## src/rtl/sb_mixer_lo_pkg.sv

```systemverilog
// Shared types and frame layout for the single-balanced mixer LO sequencer.
package sb_mixer_lo_pkg;

    typedef enum logic [1:0] {
        ModeOff   = 2'b00,
        ModeCont  = 2'b01,
        ModeBurst = 2'b10,
        ModeRsvd  = 2'b11
    } mode_e;

    typedef enum logic [1:0] {StOff, StRun, StBurst, StDone} state_e;

    localparam int unsigned MODE_W      = 2;
    localparam int unsigned DEF_DIV_W   = 10;
    localparam int unsigned DEF_BURST_W = 12;
    localparam int unsigned FRAME_W     = MODE_W + DEF_DIV_W + DEF_BURST_W;
    localparam int unsigned BURST_LSB   = 0;
    localparam int unsigned BIT_CNT_W   = 5;
    localparam logic [BIT_CNT_W-1:0] BIT_CNT_MAX = 5'd31;

    function automatic int unsigned frame_w(input int unsigned div_w, input int unsigned burst_w);
        return MODE_W + div_w + burst_w;
    endfunction

    function automatic int unsigned div_lsb(input int unsigned burst_w);
        return BURST_LSB + burst_w;
    endfunction

    function automatic int unsigned mode_lsb(input int unsigned div_w, input int unsigned burst_w);
        return BURST_LSB + burst_w + div_w;
    endfunction

endpackage

```

## src/rtl/sb_mixer_lo_cfg_rx.sv

```systemverilog
// 3-wire serial config receiver: synchronizes the async pins, shifts in a frame and
// presents a staged word with a one-cycle valid pulse, or flags a wrong-length frame.
module sb_mixer_lo_cfg_rx
    import sb_mixer_lo_pkg::*;
#(
    parameter int unsigned FRAME_LEN = FRAME_W
) (
    input  logic                 clk_i,
    input  logic                 rst_ni,
    input  logic                 csn_i,
    input  logic                 sclk_i,
    input  logic                 sdata_i,
    output logic [FRAME_LEN-1:0] frame_o,
    output logic                 frame_valid_o,
    output logic                 cfg_err_o
);

    // [1:0] are the synchronizer, [2] holds the previous synchronized value
    logic [2:0]           csn_q, csn_d, sclk_q, sclk_d;
    logic [1:0]           sdata_q, sdata_d;
    logic [FRAME_LEN-1:0] shift_q, shift_d, stage_q, stage_d;
    logic [BIT_CNT_W-1:0] bcnt_q, bcnt_d;
    logic                 valid_q, valid_d, err_q, err_d;
    logic                 csn_rise, csn_fall, sclk_rise;

    assign csn_rise  = csn_q[1] & ~csn_q[2];
    assign csn_fall  = ~csn_q[1] & csn_q[2];
    assign sclk_rise = sclk_q[1] & ~sclk_q[2];

    always_comb begin
        csn_d   = {csn_q[1:0], csn_i};
        sclk_d  = {sclk_q[1:0], sclk_i};
        sdata_d = {sdata_q[0], sdata_i};
        shift_d = shift_q;
        bcnt_d  = bcnt_q;
        stage_d = stage_q;
        valid_d = 1'b0;
        err_d   = err_q;
        if (csn_fall) begin
            bcnt_d = '0;
        end else if (sclk_rise && !csn_q[1]) begin
            shift_d = {shift_q[FRAME_LEN-2:0], sdata_q[1]};
            if (bcnt_q != BIT_CNT_MAX) begin
                bcnt_d = bcnt_q + 1'b1;
            end
        end
        if (csn_rise) begin
            if (bcnt_q == BIT_CNT_W'(FRAME_LEN)) begin
                stage_d = shift_q;
                valid_d = 1'b1;
                err_d   = 1'b0;
            end else begin
                err_d = 1'b1;
            end
        end
    end

    always_ff @(posedge clk_i) begin
        if (!rst_ni) begin
            // csn idles high; resetting its sync chain high avoids a phantom rising edge
            csn_q   <= 3'b111;
            sclk_q  <= '0;
            sdata_q <= '0;
            shift_q <= '0;
            stage_q <= '0;
            bcnt_q  <= '0;
            valid_q <= 1'b0;
            err_q   <= 1'b0;
        end else begin
            csn_q   <= csn_d;
            sclk_q  <= sclk_d;
            sdata_q <= sdata_d;
            shift_q <= shift_d;
            stage_q <= stage_d;
            bcnt_q  <= bcnt_d;
            valid_q <= valid_d;
            err_q   <= err_d;
        end
    end

    assign frame_o       = stage_q;
    assign frame_valid_o = valid_q;
    assign cfg_err_o     = err_q;

endmodule

```

## src/rtl/sb_mixer_lo_ctrl.sv

```systemverilog
// Mixer LO sequencer: programmable-divisor square wave with continuous and counted-burst
// modes; new configurations land only on period boundaries so every phase is full length.
module sb_mixer_lo_ctrl
    import sb_mixer_lo_pkg::*;
#(
    parameter int unsigned DIV_W   = DEF_DIV_W,
    parameter int unsigned BURST_W = DEF_BURST_W
) (
    input  logic clk,
    input  logic rst_n,
    input  logic cfg_csn,
    input  logic cfg_sclk,
    input  logic cfg_sdata,
    output logic lo_out,
    output logic busy,
    output logic done,
    output logic cfg_err
);

    localparam int unsigned FrameW  = frame_w(DIV_W, BURST_W);
    localparam int unsigned DivLsb  = div_lsb(BURST_W);
    localparam int unsigned ModeLsb = mode_lsb(DIV_W, BURST_W);

    logic [FrameW-1:0]  frame, pend_word_q, pend_word_d, cfg_word;
    logic               frame_valid, pend_q, pend_d, cfg_avail, apply, phase_end;
    state_e             state_q, state_d;
    logic               lo_q, lo_d, busy_q, busy_d, done_q, done_d;
    logic [DIV_W-1:0]   cnt_q, cnt_d, div_q, div_d, cfg_div;
    logic [BURST_W-1:0] bcnt_q, bcnt_d, len_q, len_d, cfg_len, bcnt_inc;
    mode_e              cfg_mode;

    sb_mixer_lo_cfg_rx #(
        .FRAME_LEN(FrameW)
    ) u_cfg_rx (
        .clk_i        (clk),
        .rst_ni       (rst_n),
        .csn_i        (cfg_csn),
        .sclk_i       (cfg_sclk),
        .sdata_i      (cfg_sdata),
        .frame_o      (frame),
        .frame_valid_o(frame_valid),
        .cfg_err_o    (cfg_err)
    );

    // A frame arriving this cycle is newer than any pending one and may be applied directly
    assign cfg_avail = frame_valid | pend_q;
    assign cfg_word  = frame_valid ? frame : pend_word_q;
    assign cfg_mode  = mode_e'(cfg_word[ModeLsb +: MODE_W]);
    assign cfg_div   = cfg_word[DivLsb +: DIV_W];
    assign cfg_len   = cfg_word[BURST_LSB +: BURST_W];
    assign phase_end = (cnt_q == div_q);
    assign bcnt_inc  = bcnt_q + 1'b1;

    always_ff @(posedge clk) begin
        if (!rst_n) begin
            state_q     <= StOff;
            lo_q        <= 1'b0;
            busy_q      <= 1'b0;
            done_q      <= 1'b0;
            cnt_q       <= '0;
            bcnt_q      <= '0;
            div_q       <= '0;
            len_q       <= '0;
            pend_q      <= 1'b0;
            pend_word_q <= '0;
        end else begin
            state_q     <= state_d;
            lo_q        <= lo_d;
            busy_q      <= busy_d;
            done_q      <= done_d;
            cnt_q       <= cnt_d;
            bcnt_q      <= bcnt_d;
            div_q       <= div_d;
            len_q       <= len_d;
            pend_q      <= pend_d;
            pend_word_q <= pend_word_d;
        end
    end

    always_comb begin
        state_d     = state_q;
        lo_d        = lo_q;
        cnt_d       = cnt_q;
        bcnt_d      = bcnt_q;
        div_d       = div_q;
        len_d       = len_q;
        pend_d      = pend_q;
        pend_word_d = pend_word_q;
        // While toggling, the period boundary is the last cycle of a low phase
        unique case (state_q)
            StOff, StDone:  apply = cfg_avail;
            StRun, StBurst: apply = cfg_avail & phase_end & ~lo_q;
            default:        apply = 1'b0;
        endcase
        if (apply) begin
            div_d  = cfg_div;
            len_d  = cfg_len;
            cnt_d  = '0;
            bcnt_d = '0;
            pend_d = 1'b0;
            unique case (cfg_mode)
                ModeCont: begin
                    state_d = StRun;
                    lo_d    = 1'b1;
                end
                ModeBurst: begin
                    state_d = (cfg_len == '0) ? StDone : StBurst;
                    lo_d    = (cfg_len != '0);
                end
                default: begin
                    state_d = StOff;
                    lo_d    = 1'b0;
                end
            endcase
        end else if (state_q == StRun || state_q == StBurst) begin
            if (phase_end) begin
                cnt_d = '0;
                lo_d  = ~lo_q;
                if (state_q == StBurst && lo_q) begin
                    bcnt_d = bcnt_inc;
                    if (bcnt_inc == len_q) begin
                        state_d = StDone;
                    end
                end
            end else begin
                cnt_d = cnt_q + 1'b1;
            end
        end
        if (frame_valid && !apply) begin
            pend_d      = 1'b1;
            pend_word_d = frame;
        end
        busy_d = (state_d == StRun) || (state_d == StBurst);
        done_d = (state_d == StDone);
    end

    always_comb begin
        lo_out = lo_q;
        busy   = busy_q;
        done   = done_q;
    end

endmodule

```

## config.mk

```make
export PLATFORM = sky130hd
export DESIGN_NAME = sb_mixer_lo_ctrl
export DESIGN_NICKNAME = d
export VERILOG_FILES = /design/src/rtl/sb_mixer_lo_pkg.sv /design/src/rtl/sb_mixer_lo_cfg_rx.sv /design/src/rtl/sb_mixer_lo_ctrl.sv
export SDC_FILE = /design/constraint.sdc
export NUM_CORES = 1
export LEC_CHECK = 0
export BUFFER_PORTS_ARGS = -buffer_cell sky130_fd_sc_hd__buf_4
export CORE_UTILIZATION = 55
export CTS_BUF_LIST = sky130_fd_sc_hd__clkbuf_2
export DETAILED_ROUTE_END_ITERATION = 7
export GPL_ROUTABILITY_DRIVEN = 0
export PLACE_DENSITY = 0.7
export SLEW_MARGIN = 10
export SYNTH_ARGS = -nofsm -noshare
export SYNTH_HDL_FRONTEND = slang
export SYNTH_SLANG_ARGS = --single-unit
```

## constraint.sdc

```tcl
create_clock -name clk -period 7.16 [get_ports clk]
set_input_delay 0.716 -clock clk [delete_from_list [all_inputs] [get_ports clk]]
set_output_delay 0.716 -clock clk [all_outputs]
set_load 0.05 [all_outputs]
```

==> results.py <==
metrics = {
    "critical_path": {
        "worst_r2r_path_depth": 9,
        "worstPathArrival_ns": 3.27,
        "worstSetupPathType": "reg2reg",
        "cp.required_ns": 7.80,
        "critical_path.endpoint_type": "flop",
        "worstPathMaxFanout": 48,
        "critPathLaunchType": "flop",
    },
    "floorplanning": {
        "die_footprint_um2": 11100,
        "die_w_um": 105.4,
        "coreArea_um2": 10320,
        "initial_util_pct": 56.94,
        "fp-row-count": 37,
        "floorplan.die.height_um": 105.4,
        "ios": 9,
    },
    "timing": {
        "report.final.slew_viol_count": 0,
        "headroom_to_the_max_slew_limit_pct": 30.62,
        "totalNegativeSetupSlack_ns": 0,
        "final.min_clock_period_ns": 2.631,
        "final.setup_skew_ns": 0.02413,
        "max_clock_freq_ghz": 0.3801,
        "worst_pin_slew_ns": 1.038,
        "grt_setup_unrepaired": "no",
        "setup-violations-final": 0,
        "final.period_utilization_pct": 36.74,
        "final.setup.worst_slack_ns": 4.529,
        "hold_viol_final": 0,
    },
    "drt": {
        "detailroute.via_count": 4408,
        "drt-initial-drc-count": 232,
        "detailedRoute.firstPassIterationCount": 4,
        "ant_nets": 0,
        "detail_route.drc_violations": 0,
        "drt-vias-per-instance": 5.350,
        "wl_mm": 11.00,
        "wire_per_inst_um": 13.34,
    },
    "final_layout": {
        "flow.area_growth_from_synthesis_pct": 6.407,
        "drive_gt1_share_pct": 8.866,
        "finish.instance_area_um2": 6255,
        "final_core_util_pct": 60.59,
        "fin_nets": 692,
        "leading_cell_types_in_the_layout_fill_and_taps_excluded": "dfxtp_1 (137), nand2_1 (131), nor2_1 (63), a21oi_1 (55), mux2i_1 (29)",
        "most_common_cell_after_layout_fill_and_taps_aside": "dfxtp_1",
        "num_antenna_cells": 0,
        "n_fill_cell": 911,
    },
    "place": {
        "place_ws_ns": 4.567,
        "dpl_cell_area_um2": 5948,
        "place.port_buffers": 8,
        "dp_hpwl_mm": 7.281,
    },
    "clock_tree": {
        "clk_latency_ns": 0.72,
        "postCtsResizedCells": 0,
        "postCtsHoldBufs": 0,
        "h-tree-depth": 4,
        "clock_buffers_created_by_tritoncts": 17,
        "clk_root_buffer_cell": "clkbuf_2",
        "clkSinkCount": 137,
        "clk_pin_slew_worst_paths_ns": 0.20,
        "total_setup_buffers_inserted_after_cts": 0,
        "maximum_buffer_depth_of_the_clock_tree": 2,
        "cts_tree": "yes",
    },
    "power_and_ir_drop": {
        "power.static_leakage_nw": 2.177,
        "maximum_vdd_drop_uv": 187.0,
        "total_power_mw": 1.346,
        "cellPowerDensity_nw_per_um2": 215.2,
    },
    "global_route": {
        "grt_max_degree": 75,
        "number_of_global_route_vias_before_repair": 4166,
        "grt_use_total_pct": 21.55,
        "first_pass_grt_wire_length_mm": 19.02,
        "antenna_found_initial": 0,
        "gr-total-overflow": 0,
    },
    "synthesis": {
        "postSynthCellCount": 687,
        "synthArstFlopShare_pct": 0,
        "ys_seq_area_share_pct": 46.66,
        "synth_edf_count": 0,
        "postSynth.topFlopCell": "dfxtp_1",
        "mappedNetlistNets": 704,
        "synth.distinct_cells": 51,
        "synth_warnings": 0,
        "synth-seq-cells": 137,
        "mean_instance_size_in_the_synthesized_netlist_um2": 8.556,
        "syn_area_um2": 5878,
    },
    "status": {
        "outcome": "completed",
    },
    "worst_hold_path": {
        "min_delay_path_depth": 2,
        "min_path_type": "in2reg",
    },
    "run": {
        "max_cap_viol_count": 0,
    },
}
-- cell usage after synthesis (2+ instances only) --
master / instances / share of area (%)
dfxtp_1: 137 / 47
nand2_1: 131 / 8.4
nor2_1: 63 / 4.0
a21oi_1: 55 / 4.7
mux2i_1: 29 / 4.9
clkbuf_1: 28 / 1.8
nand3_1: 28 / 2.4
o21ai_0: 25 / 2.1
xor2_1: 25 / 3.7
a211oi_1: 22 / 2.8
xnor2_1: 20 / 3.0
ha_1: 12 / 2.6
nand4_1: 12 / 1.3
and2_1: 9 / 0.96
inv_1: 9 / 0.57
nor3_1: 9 / 0.77
buf_2: 7 / 0.60
nand2b_1: 5 / 0.53
nor2b_1: 5 / 0.53
o21ai_1: 5 / 0.43
and3_1: 4 / 0.43
nor4_1: 4 / 0.43
and3_2: 3 / 0.38
buf_1: 3 / 0.19
buf_4: 3 / 0.38
o211ai_1: 3 / 0.38
a31oi_1: 2 / 0.21
and4_1: 2 / 0.30
buf_6: 2 / 0.38
nor4_2: 2 / 0.43
nor4b_1: 2 / 0.30
or3_1: 2 / 0.21
-- where the power goes --
group          switching, mW  internal (mW)  total, mW
clock                  0.290          0.269      0.559
sequential          0.000880          0.766      0.767
combinational         0.0158        0.00395     0.0198
-- worst paths after layout --
kind                      startpoint                  to  slack [ns]
setup / recovery            cnt_q[7]                busy        4.53
hold reg to reg   u_cfg_rx.sclk_q[0]  u_cfg_rx.sclk_q[1]        0.45
setup reg to reg            cnt_q[7]                busy        4.53
hold / removal               cfg_csn   u_cfg_rx.csn_q[0]        0.16
-- cell type report --
cell class | count | area [um^2] | share of cell area (%)
sequential | 137 | 2743 | 43.85
inverter | 9 | 33.78 | 0.5401
timing repair buffer | 13 | 97.59 | 1.560
tap | 136 | 170.2 | 2.721
multi-input combinational | 497 | 2904 | 46.43
clock buffer | 18 | 90.09 | 1.440
clock inverter | 14 | 216.5 | 3.461
-- worst max-delay path, cell delays in order (launching register included) --
cell,delay (ns)
dfxtp_1,0.39
xor2_1,0.16
nor4_2,0.40
nand3_2,0.24
o31ai_4,0.21
buf_4,0.42
o21a_2,0.24
a21oi_1,0.05
ha_1,0.29
and2_1,0.16
-- cells by family after synthesis --
family | Yosys count | synth area share [%]
compound gates | 125 | 12.81
xor+xnor | 45 | 6.705
fa+ha+maj | 12 | 2.554
buf+inv | 53 | 4.087
flops | 137 | 46.66
mux | 29 | 4.938
simple gates | 286 | 22.24
-- per-layer routing --
| metal | global-route usage, % | wire length [um] | vias to the layer above |
|---|---|---|---|
| met5 | 0 | 0 | - |
| met4 | 7.948 | 146 | 0 |
| met3 | 6.555 | 413 | 12 |
| met2 | 34.12 | 5000 | 51 |
| met1 | 27.66 | 5435 | 2024 |
| li1 | - | - | 2321 |
-- flip-flops by register name (all words and copies together), names as in the netlist, 2 cells and up --
name and cells:
u_cfg_rx.shift_q 24, bcnt_q 12, cnt_q 10, u_cfg_rx.csn_q 3
state_q 2, len_q 12, u_cfg_rx.sdata_q 2, u_cfg_rx.frame_o 24
pend_word_q 24, div_q 10, u_cfg_rx.sclk_q 3, u_cfg_rx.bcnt_q 5
-- through the flow --
stage,hold slack [ns],std cells
after global routing,0.07310,824
after detailed placement,0.4074,792
after CTS,0.1091,824
after floorplan,0.3863,687
after global placement,0.3903,792
final,0.1579,824
(Power assumes the default switching activity.)
